--- config.mk ---
export PLATFORM = sky130hd
export DESIGN_NAME = obi_rr_bank_arbiter
export DESIGN_NICKNAME = d
export VERILOG_FILES = /design/src/rtl/obi_pkg.sv /design/src/rtl/arb_id_fifo.sv /design/src/rtl/obi_rr_bank_arbiter.sv
export SDC_FILE = /design/constraint.sdc
export NUM_CORES = 1
export LEC_CHECK = 0
export CAP_MARGIN = 20
export CORE_AREA = 2 2 161 163
export CTS_CLUSTER_DIAMETER = 60
export CTS_CLUSTER_SIZE = 30
export DETAILED_ROUTE_END_ITERATION = 16
export DIE_AREA = 0 0 163 165
export DONT_BUFFER_PORTS = 1
export PLACE_DENSITY = 0.35
export SETUP_SLACK_MARGIN = 0.15
export SYNTH_ARGS = -nofsm -noshare
export SYNTH_HDL_FRONTEND = slang
export SYNTH_SLANG_ARGS = --single-unit
--- constraint.sdc ---
create_clock -name clk_i -period 2.4 [get_ports clk_i]
set_clock_uncertainty 0.05 [all_clocks]
set_input_delay 0.48 -clock clk_i [delete_from_list [all_inputs] [get_ports clk_i]]
set_output_delay 0.48 -clock clk_i [all_outputs]
set_load 0.02 [all_outputs]
--- src/rtl/obi_pkg.sv ---
// Shared OBI bus types and the platform defaults used to size the bank arbiter.
package obi_pkg;
  typedef struct packed {
    logic        req;
    logic        we;
    logic [3:0]  be;
    logic [31:0] addr;
    logic [31:0] wdata;
  } obi_req_t;

  typedef struct packed {
    logic        gnt;
    logic        rvalid;
    logic [31:0] rdata;
  } obi_resp_t;
endpackage

package cei_mochila_pkg;
  localparam int unsigned ARB_NMASTER         = 3;
  localparam int unsigned ARB_MAX_OUTSTANDING = 2;
endpackage

--- src/rtl/arb_id_fifo.sv ---
// In-order queue of master IDs for transactions granted but not yet answered.
module arb_id_fifo #(
  parameter int WIDTH = 2,
  parameter int DEPTH = 2
) (
  input  logic             gclk,
  input  logic             grst_n,
  input  logic             push,
  input  logic [WIDTH-1:0] wdata,
  input  logic             pop,
  output logic [WIDTH-1:0] head,
  output logic             full,
  output logic             empty
);
  localparam int PW = (DEPTH > 1) ? $clog2(DEPTH) : 1;
  localparam int CW = $clog2(DEPTH + 1);

  logic [DEPTH-1:0][WIDTH-1:0] mem_q;
  logic [PW-1:0]               wr_ptr_q, rd_ptr_q;
  logic [CW-1:0]               cnt_q;
  logic                        do_push, do_pop;

  assign full    = (cnt_q == CW'(DEPTH));
  assign empty   = (cnt_q == '0);
  assign do_push = push && !full;
  assign do_pop  = pop && !empty;
  assign head    = mem_q[rd_ptr_q];

  function automatic logic [PW-1:0] ptr_inc(input logic [PW-1:0] p);
    return (p == PW'(DEPTH - 1)) ? '0 : p + PW'(1);
  endfunction

  always_ff @(posedge gclk or negedge grst_n) begin
    if (!grst_n) begin
      mem_q    <= '0;
      wr_ptr_q <= '0;
      rd_ptr_q <= '0;
      cnt_q    <= '0;
    end else begin
      if (do_push) begin
        mem_q[wr_ptr_q] <= wdata;
        wr_ptr_q        <= ptr_inc(wr_ptr_q);
      end
      if (do_pop) rd_ptr_q <= ptr_inc(rd_ptr_q);
      case ({do_push, do_pop})
        2'b10:   cnt_q <= cnt_q + CW'(1);
        2'b01:   cnt_q <= cnt_q - CW'(1);
        default: cnt_q <= cnt_q;
      endcase
    end
  end
endmodule

--- src/rtl/obi_rr_bank_arbiter.sv ---
// Round-robin share of one OBI slave among NMASTER masters; responses are routed
// back in issue order through an ID FIFO, and a stalled selection is held until granted.
module obi_rr_bank_arbiter
  import obi_pkg::*;
#(
  parameter int NMASTER         = int'(cei_mochila_pkg::ARB_NMASTER),
  parameter int MAX_OUTSTANDING = int'(cei_mochila_pkg::ARB_MAX_OUTSTANDING)
) (
  input  logic                     clk_i,
  input  logic                     rst_ni,
  input  obi_req_t  [NMASTER-1:0]  master_req_i,
  output obi_resp_t [NMASTER-1:0]  master_resp_o,
  output obi_req_t                 slave_req_o,
  input  obi_resp_t                slave_resp_i,
  output logic                     protocol_err_o
);
  localparam int IDW = $clog2(NMASTER);

  logic [IDW-1:0] rr_ptr_q, lock_idx_q, win_idx, head_id;
  logic [IDW:0]   scan;
  logic           lock_q, err_q;
  logic           win_vld, issue, hs, stall, rsp_pop;
  logic           fifo_full, fifo_empty;

  // Winner: held index while locked, else first requester at or after rr_ptr.
  always_comb begin
    win_vld = 1'b0;
    win_idx = '0;
    scan    = '0;
    if (lock_q) begin
      win_idx = lock_idx_q;
      win_vld = master_req_i[lock_idx_q].req;
    end else begin
      for (int k = 0; k < NMASTER; k++) begin
        scan = {1'b0, rr_ptr_q} + (IDW+1)'(k);
        if (scan >= (IDW+1)'(NMASTER)) scan = scan - (IDW+1)'(NMASTER);
        if (!win_vld && master_req_i[scan[IDW-1:0]].req) begin
          win_vld = 1'b1;
          win_idx = scan[IDW-1:0];
        end
      end
    end
  end

  // Reset gates the outputs so they drop immediately, not at the next edge.
  always_comb begin
    issue       = rst_ni && win_vld && !fifo_full;
    hs          = issue && slave_resp_i.gnt;
    stall       = issue && !slave_resp_i.gnt;
    rsp_pop     = slave_resp_i.rvalid && !fifo_empty;
    slave_req_o = '0;
    if (issue) slave_req_o = master_req_i[win_idx];
  end

  always_comb begin
    for (int i = 0; i < NMASTER; i++) begin
      master_resp_o[i] = '0;
      if (rst_ni) begin
        master_resp_o[i].rdata  = slave_resp_i.rdata;
        master_resp_o[i].gnt    = hs && (win_idx == IDW'(i));
        master_resp_o[i].rvalid = rsp_pop && (head_id == IDW'(i));
      end
    end
  end

  assign protocol_err_o = err_q;

  always_ff @(posedge clk_i or negedge rst_ni) begin
    if (!rst_ni) begin
      rr_ptr_q   <= '0;
      lock_q     <= 1'b0;
      lock_idx_q <= '0;
      err_q      <= 1'b0;
    end else begin
      if (hs) begin
        rr_ptr_q <= (win_idx == IDW'(NMASTER - 1)) ? '0 : win_idx + IDW'(1);
        lock_q   <= 1'b0;
      end else if (stall) begin
        lock_q     <= 1'b1;
        lock_idx_q <= win_idx;
      end
      if (slave_resp_i.rvalid && fifo_empty) err_q <= 1'b1;
    end
  end

  arb_id_fifo #(
    .WIDTH (IDW),
    .DEPTH (MAX_OUTSTANDING)
  ) u_id_fifo (
    .gclk   (clk_i),
    .grst_n (rst_ni),
    .push   (hs),
    .wdata  (win_idx),
    .pop    (rsp_pop),
    .head   (head_id),
    .full   (fifo_full),
    .empty  (fifo_empty)
  );
endmodule

==> run_results.csv, run 1 <==
group,metric,value,unit
clock_tree,cts_tree,"done",
sta,hold_ws,0.304,ns
placement,io_buffers,0,
setup_path,crit_type,"flip-flop to output port",
logic_synthesis,synth-main-ff-cell,"dfrtp_1",
logic_synthesis,yosys_warnings,0,
layout,drive_gt1_share,45.4,%
route,vias,4589,
sta,max_freq,336,MHz
sta,slew_viol_final,0,
clock_tree,worstSkewPairLatency,0.24,ns
floorplanning,start_util,14.3,%
floorplanning,die_w,163,um
floorplanning,fp.dieH,165,um
logic_synthesis,postSynthCellCount,540,
logic_synthesis,synth-compound-area-share,15.7,%
floorplanning,num_io_pins,419,
clock_tree,clkSinkCount,14,
logic_synthesis,syn_area,3580,um^2
placement,post_dp_cell_area,4690,um^2
global_route,antenna_found_initial,0,
logic_synthesis,async_flop_share,100,%
global_route,grt_pass1_wl,26.5,mm
route,drc,0,
logic_synthesis,synth_top_family_by_area,"simple AND/OR/NAND/NOR gates",
clock_tree,cts-buffers-inserted,3,
clock_tree,clk_path_buf_depth,2,
layout,synthToLayoutAreaGrowth,63.4,%
route,drt_iter0_drc,311,
outcome,outcome,"complete, but fails checks",
route,wire_per_inst,23.5,um
global_route,grt_overflow_total,0,
route,drtAntennaViolNets,0,
setup_path,cp_data_required_time,1.87,ns
sta,rsz0062_at_grt,"true",
logic_synthesis,yosysUniqueCellTypes,40,
logic_synthesis,synthMuxAreaShare,2.45,%
power,power.density,1490,nW/um^2
route,via_per_inst,5.35,
outcome,violations,"setup timing",
clock_tree,htreeDepth,1,
logic_synthesis,avgSynthCellArea,6.62,um^2
logic_synthesis,synth_seq_cells,14,
layout,final_cell_mix,"nand4_1 (138), nand3_1 (63), buf_4 (59)",
logic_synthesis,synth_simple_gate_area_share,45.3,%
logic_synthesis,synthAdderAreaFrac,1.05,%
logic_synthesis,synth_nets,789,
layout,nNetsFinal,776,
power,p_leak,0.00187,uW
clock_tree,cts-root-buf,"clkbuf_16",
global_route,grt_pass1_vias,4368,
power,p_total,8720,uW
global_route,grtUsageTotal,12.5,%
floorplanning,core_area,25000,um^2
logic_synthesis,seq_area_frac_synth,9.79,%
layout,fin_area,5850,um^2
placement,dp_hpwl,13.2,mm
floorplanning,row_count,58,
worst_hold_path,hp-class,"input pin to flip-flop",
setup_path,worstPathArrival,2.45,ns
sta,slew-limit-headroom,55.9,%
setup_path,cp-start-kind,"flip-flop",
route,firstDrtPassIters,5,
sta,fin_crit_sh,124,%
sta,setup_viol,79,
route,wirelength,20.1,mm
sta,hold_viol,0,
clock_tree,clk_pin_slew_worst_paths,0.05,ns
sta,fin_ws,-0.579,ns
sta,tightestPinTransition,0.660,ns
logic_synthesis,synth-xor-area-share,1.22,%
sta,period_needed,2.98,ns
run,drv_cap,0,
setup_path,cp-end-kind,"output port",
setup_path,critPathMaxFanout,31,
power,ir_drop,0.000379,V
logic_synthesis,synth_top_area_share,24.1,%
global_route,grt_start_max_net_pins,49,
logic_synthesis,post-synth-top-area-cell,"nand4_1",
floorplanning,die-area,26900,um^2
placement,gp_congestion,0.698,
layout,mostFrequentLayoutCell,"nand4_1",
logic_synthesis,ys_top_cells_by_area,"nand4_1 (24%), buf_4 (14%), a31oi_1 (12%), nand3_1 (9.9%), dfrtp_1 (9.8%)",
logic_synthesis,synth_edf_count,0,
[through the flow]
step	setup WS [ns]	utilization, %	TNS, ns	std cells
5_1_grt	-0.652	23.3	-45.71	856
2_1_floorplan	-0.149	-	-10.13	540
6_report	-0.579	23.3	-37.14	857
3_3_place_gp	-0.334	18.7	-18.53	820
3_5_place_dp	-0.317	18.7	-18.01	820
4_1_cts	-0.548	22.2	-37.75	847
[path summary, 6_finish.rpt]
| check | start | depth (start not counted) | slack [ns] | end |
|---|---|---|---|---|
| hold reg to reg | u_id_fifo.cnt_q[1] | 1 | 0.45 | u_id_fifo.cnt_q[1] |
| setup / recovery | rr_ptr_q[1] | 9 | -0.58 | slave_req_o[28] |
| min in group asynchronous | rst_ni | 1 | 0.66 | protocol_err_o |
| hold / removal | slave_resp_i[32] | 1 | 0.30 | protocol_err_o |
| max in group asynchronous | rst_ni | 1 | 1.21 | lock_idx_q[0] |
| setup reg to reg | rr_ptr_q[0] | 13 | -0.21 | u_id_fifo.mem_q[2] |
[timing repair]
| action | in CTS | in global routing |
|---|---|---|
| hold buffers | 1 | 0 |
| endpoints found under the hold margin | 14 | 0 |
| pin swaps | 72 | 30 |
| gates cloned | 8 | 7 |
| resized for setup | 80 | 22 |
| buffers inserted | 14 | 2 |
| endpoints found under the setup margin | 78 | 87 |
[worst max-delay path, stage by stage, from the launching register on]
cell,delay (ns)
dfrtp_1,0.40
ha_4,0.31
buf_6,0.09
and2_1,0.12
o31a_1,0.21
and2_4,0.24
buf_16,0.20
nand4_1,0.21
a31oi_2,0.25
buf_4,0.17
[state kept, by name, summed over array words and instances, names as in the netlist]
name,cells
lock_idx_q,2
u_id_fifo.cnt_q,2
protocol_err_o,1
u_id_fifo.mem_q,4
lock_q,1
u_id_fifo.rd_ptr_q,1
u_id_fifo.wr_ptr_q,1
rr_ptr_q,2
[kinds of logic (layout without fill, tap and decap cells)]
family,Yosys count,after routing
simple gates,278,278
buf+inv,146,132
compound gates,86,86
flops,14,14
mux,8,8
xor+xnor,5,5
fa+ha+maj,3,3
other cells,0,1
[Yosys cell counts (2+ instances only)]
cell type	n
nand4_1	138
nand3_1	71
a31oi_1	70
buf_4	66
clkbuf_1	44
and2_1	34
buf_2	22
dfrtp_1	14
nand2_1	13
nor2_1	8
buf_6	7
inv_1	6
mux2_2	6
nor3_1	4
a21oi_1	3
ha_1	3
xor2_1	3
a21o_1	2
mux2i_1	2
nor2b_1	2
o32a_1	2
xnor2_1	2
[metal layers]
layer  vias up  track usage (%)  routed length [um]
li1       2023                -                   -
met1      2255             15.5                8010
met2       293             21.6               10200
met3        18             3.62                1650
met4         0             2.05                 238
met5         -                0                   0
[final cells by class]
class                      count  area (um^2)
fill                        2729        19200
tap                          330          413
clock buffer                   4         88.8
multi-input combinational    380         3360
sequential                    14          350
timing repair buffer         121         1610
antenna                        1         2.50
inverter                       7         26.3
[power by group]
part / switching [uW] / internal (uW)
registers: 119 / 336
logic: 4460 / 3470
clock network: 91.9 / 252
total: 4670 / 4060
(Power assumes the default switching activity.)
==> run 2, diff against run 1 <==
--- a/config.mk
+++ b/config.mk
@@ -6,13 +6,14 @@
 export NUM_CORES = 1
 export LEC_CHECK = 0
 export CAP_MARGIN = 20
-export CORE_AREA = 2 2 161 163
+export CORE_AREA = 2 2 163 165
 export CTS_CLUSTER_DIAMETER = 60
 export CTS_CLUSTER_SIZE = 30
 export DETAILED_ROUTE_END_ITERATION = 16
-export DIE_AREA = 0 0 163 165
+export DIE_AREA = 0 0 165 167
 export DONT_BUFFER_PORTS = 1
 export PLACE_DENSITY = 0.35
+export REMOVE_ABC_BUFFERS = 1
 export SETUP_SLACK_MARGIN = 0.15
 export SYNTH_ARGS = -nofsm -noshare
 export SYNTH_HDL_FRONTEND = slang
==> run_results.csv, run 2 (synthesis gave the netlist of run 1 again) <==
group,metric,value,unit
clock_tree,clk_path_buf_depth,2,
global_route,grt_pass1_vias,3928,
sta,period_needed,3.00,ns
placement,post_dp_cell_area,4370,um^2
route,drc,0,
layout,regMostFlops,"u_id_fifo.mem_q",
global_route,grtUsageTotal,10.6,%
clock_tree,cts-root-buf,"clkbuf_16",
clock_tree,cts-buffers-inserted,3,
global_route,antenna_found_initial,1,
power,pwr-share-seq,5.1,%
layout,final_cell_mix,"nand4_1 (138), buf_4 (103), a31oi_1 (55)",
power,p_int,4140,uW
layout,diodes,0,
floorplanning,die-area,27600,um^2
power,comb_power_share,91.2,%
setup_path,critPathMaxFanout,8,
sta,fin_crit_sh,125,%
floorplanning,die_w,165,um
layout,synthToLayoutAreaGrowth,60.3,%
placement,dp_hpwl,12.0,mm
floorplanning,fp.dieH,167,um
layout,mostFrequentLayoutCell,"nand4_1",
run,drv_cap,0,
sta,slew_viol_final,0,
sta,slew-limit-headroom,51.5,%
global_route,grt_pass1_wl,22.8,mm
global_route,grt_overflow_total,0,
floorplanning,core_area,25800,um^2
power,power_frac_clock,3.7,%
route,wire_per_inst,20.7,um
global_route,grt_start_max_net_pins,87,
route,firstDrtPassIters,4,
layout,drive_gt1_share,47.0,%
route,drt_iter0_drc,225,
sta,fin_ws,-0.604,ns
power,p_leak,0.00206,uW
floorplanning,start_util,13.9,%
placement,gp_congestion,0.781,
sta,tns,-37.23,ns
clock_tree,clkSinkCount,14,
setup_path,crit_type,"flip-flop to output port",
placement,io_buffers,0,
power,p_sw,4380,uW
sta,tightestPinTransition,0.732,ns
floorplanning,num_io_pins,419,
clock_tree,htreeDepth,1,
power,power.density,1490,nW/um^2
power,switching_share,51.4,%
clock_tree,clk_pin_slew_worst_paths,0.05,ns
layout,nNetsFinal,825,
clock_tree,cts_tree,"done",
outcome,violations,"setup timing",
sta,max_freq,333,MHz
route,via_per_inst,5.10,
setup_path,worstPathArrival,2.47,ns
setup_path,cp_data_required_time,1.87,ns
setup_path,cp-start-kind,"flip-flop",
setup_path,cp-end-kind,"output port",
sta,hold_viol,0,
power,p_total,8510,uW
route,wirelength,18.8,mm
layout,fin_area,5730,um^2
layout,largest_register_ffs,4,
outcome,outcome,"complete, but fails checks",
route,drtAntennaViolNets,0,
worst_hold_path,hp-class,"input pin to flip-flop",
route,vias,4636,
placement,place_ws,-0.435,ns
clock_tree,worstSkewPairLatency,0.24,ns
floorplanning,row_count,59,
sta,rsz0062_at_grt,"true",
sta,setup_viol,77,
sta,hold_ws,0.301,ns
power,ir_drop,0.000439,V
[run 2: through the flow]
step,cells,util [%]
CTS,894,19.4
detailed placement,871,17.0
finish,909,22.3
floorplan,401,-
global placement,871,17.0
global route,909,22.3
[run 2: cell type report]
type | instances | area [um^2]
inverter | 7 | 28.8
timing repair buffer | 170 | 1880
multi-input combinational | 380 | 2980
tap | 335 | 419
clock buffer | 3 | 75.1
fill | 2800 | 20000
sequential | 14 | 350
[run 2: final timing paths]
check / startpoint / end / slack (ns) / cells after the start
worst max register to register: rr_ptr_q[1] / u_id_fifo.mem_q[2] / -0.23 / 11
worst min register to register: u_id_fifo.wr_ptr_q / u_id_fifo.wr_ptr_q / 0.44 / 1
worst min-delay path: slave_resp_i[32] / protocol_err_o / 0.30 / 1
min in group asynchronous: rst_ni / rr_ptr_q[0] / 0.67 / 1
max in group asynchronous: rst_ni / u_id_fifo.mem_q[0] / 1.20 / 1
worst max-delay path: rr_ptr_q[1] / slave_req_o[42] / -0.60 / 11
[run 2: routing by layer]
layer	wire length, um	GRT usage, %
met1	7980	14.2
met2	9290	17.9
met3	1260	2.09
met4	282	1.59
met5	12	0
[run 2: power groups by stage]
stage / combinational [uW] / sequential [uW] / clock, uW
2_1_floorplan: 3080 / 427 / 0
3_3_place_gp: 5640 / 426 / 0
3_5_place_dp: 5600 / 427 / 0
4_1_cts: 6590 / 429 / 325
5_1_grt: 8250 / 445 / 333
6_report: 7760 / 432 / 316
[run 2: critical path, stage by stage (launching register included)]
cell,delay [ns]
dfrtp_1,0.42
ha_4,0.30
buf_6,0.09
nand3_1,0.06
and4b_1,0.25
buf_6,0.14
nand2_8,0.11
clkbuf_16,0.19
buf_4,0.12
nand4_1,0.10
a31oi_1,0.26
buf_4,0.19
[run 2: repair_timing]
action                     CTS  global route
setup endpoints to repair   77            83
buffers inserted            15             6
hold buffers                 1             0
hold endpoints to repair    14             0
resized for setup           65            99
pin swaps                   28            95
cloned                       4             9
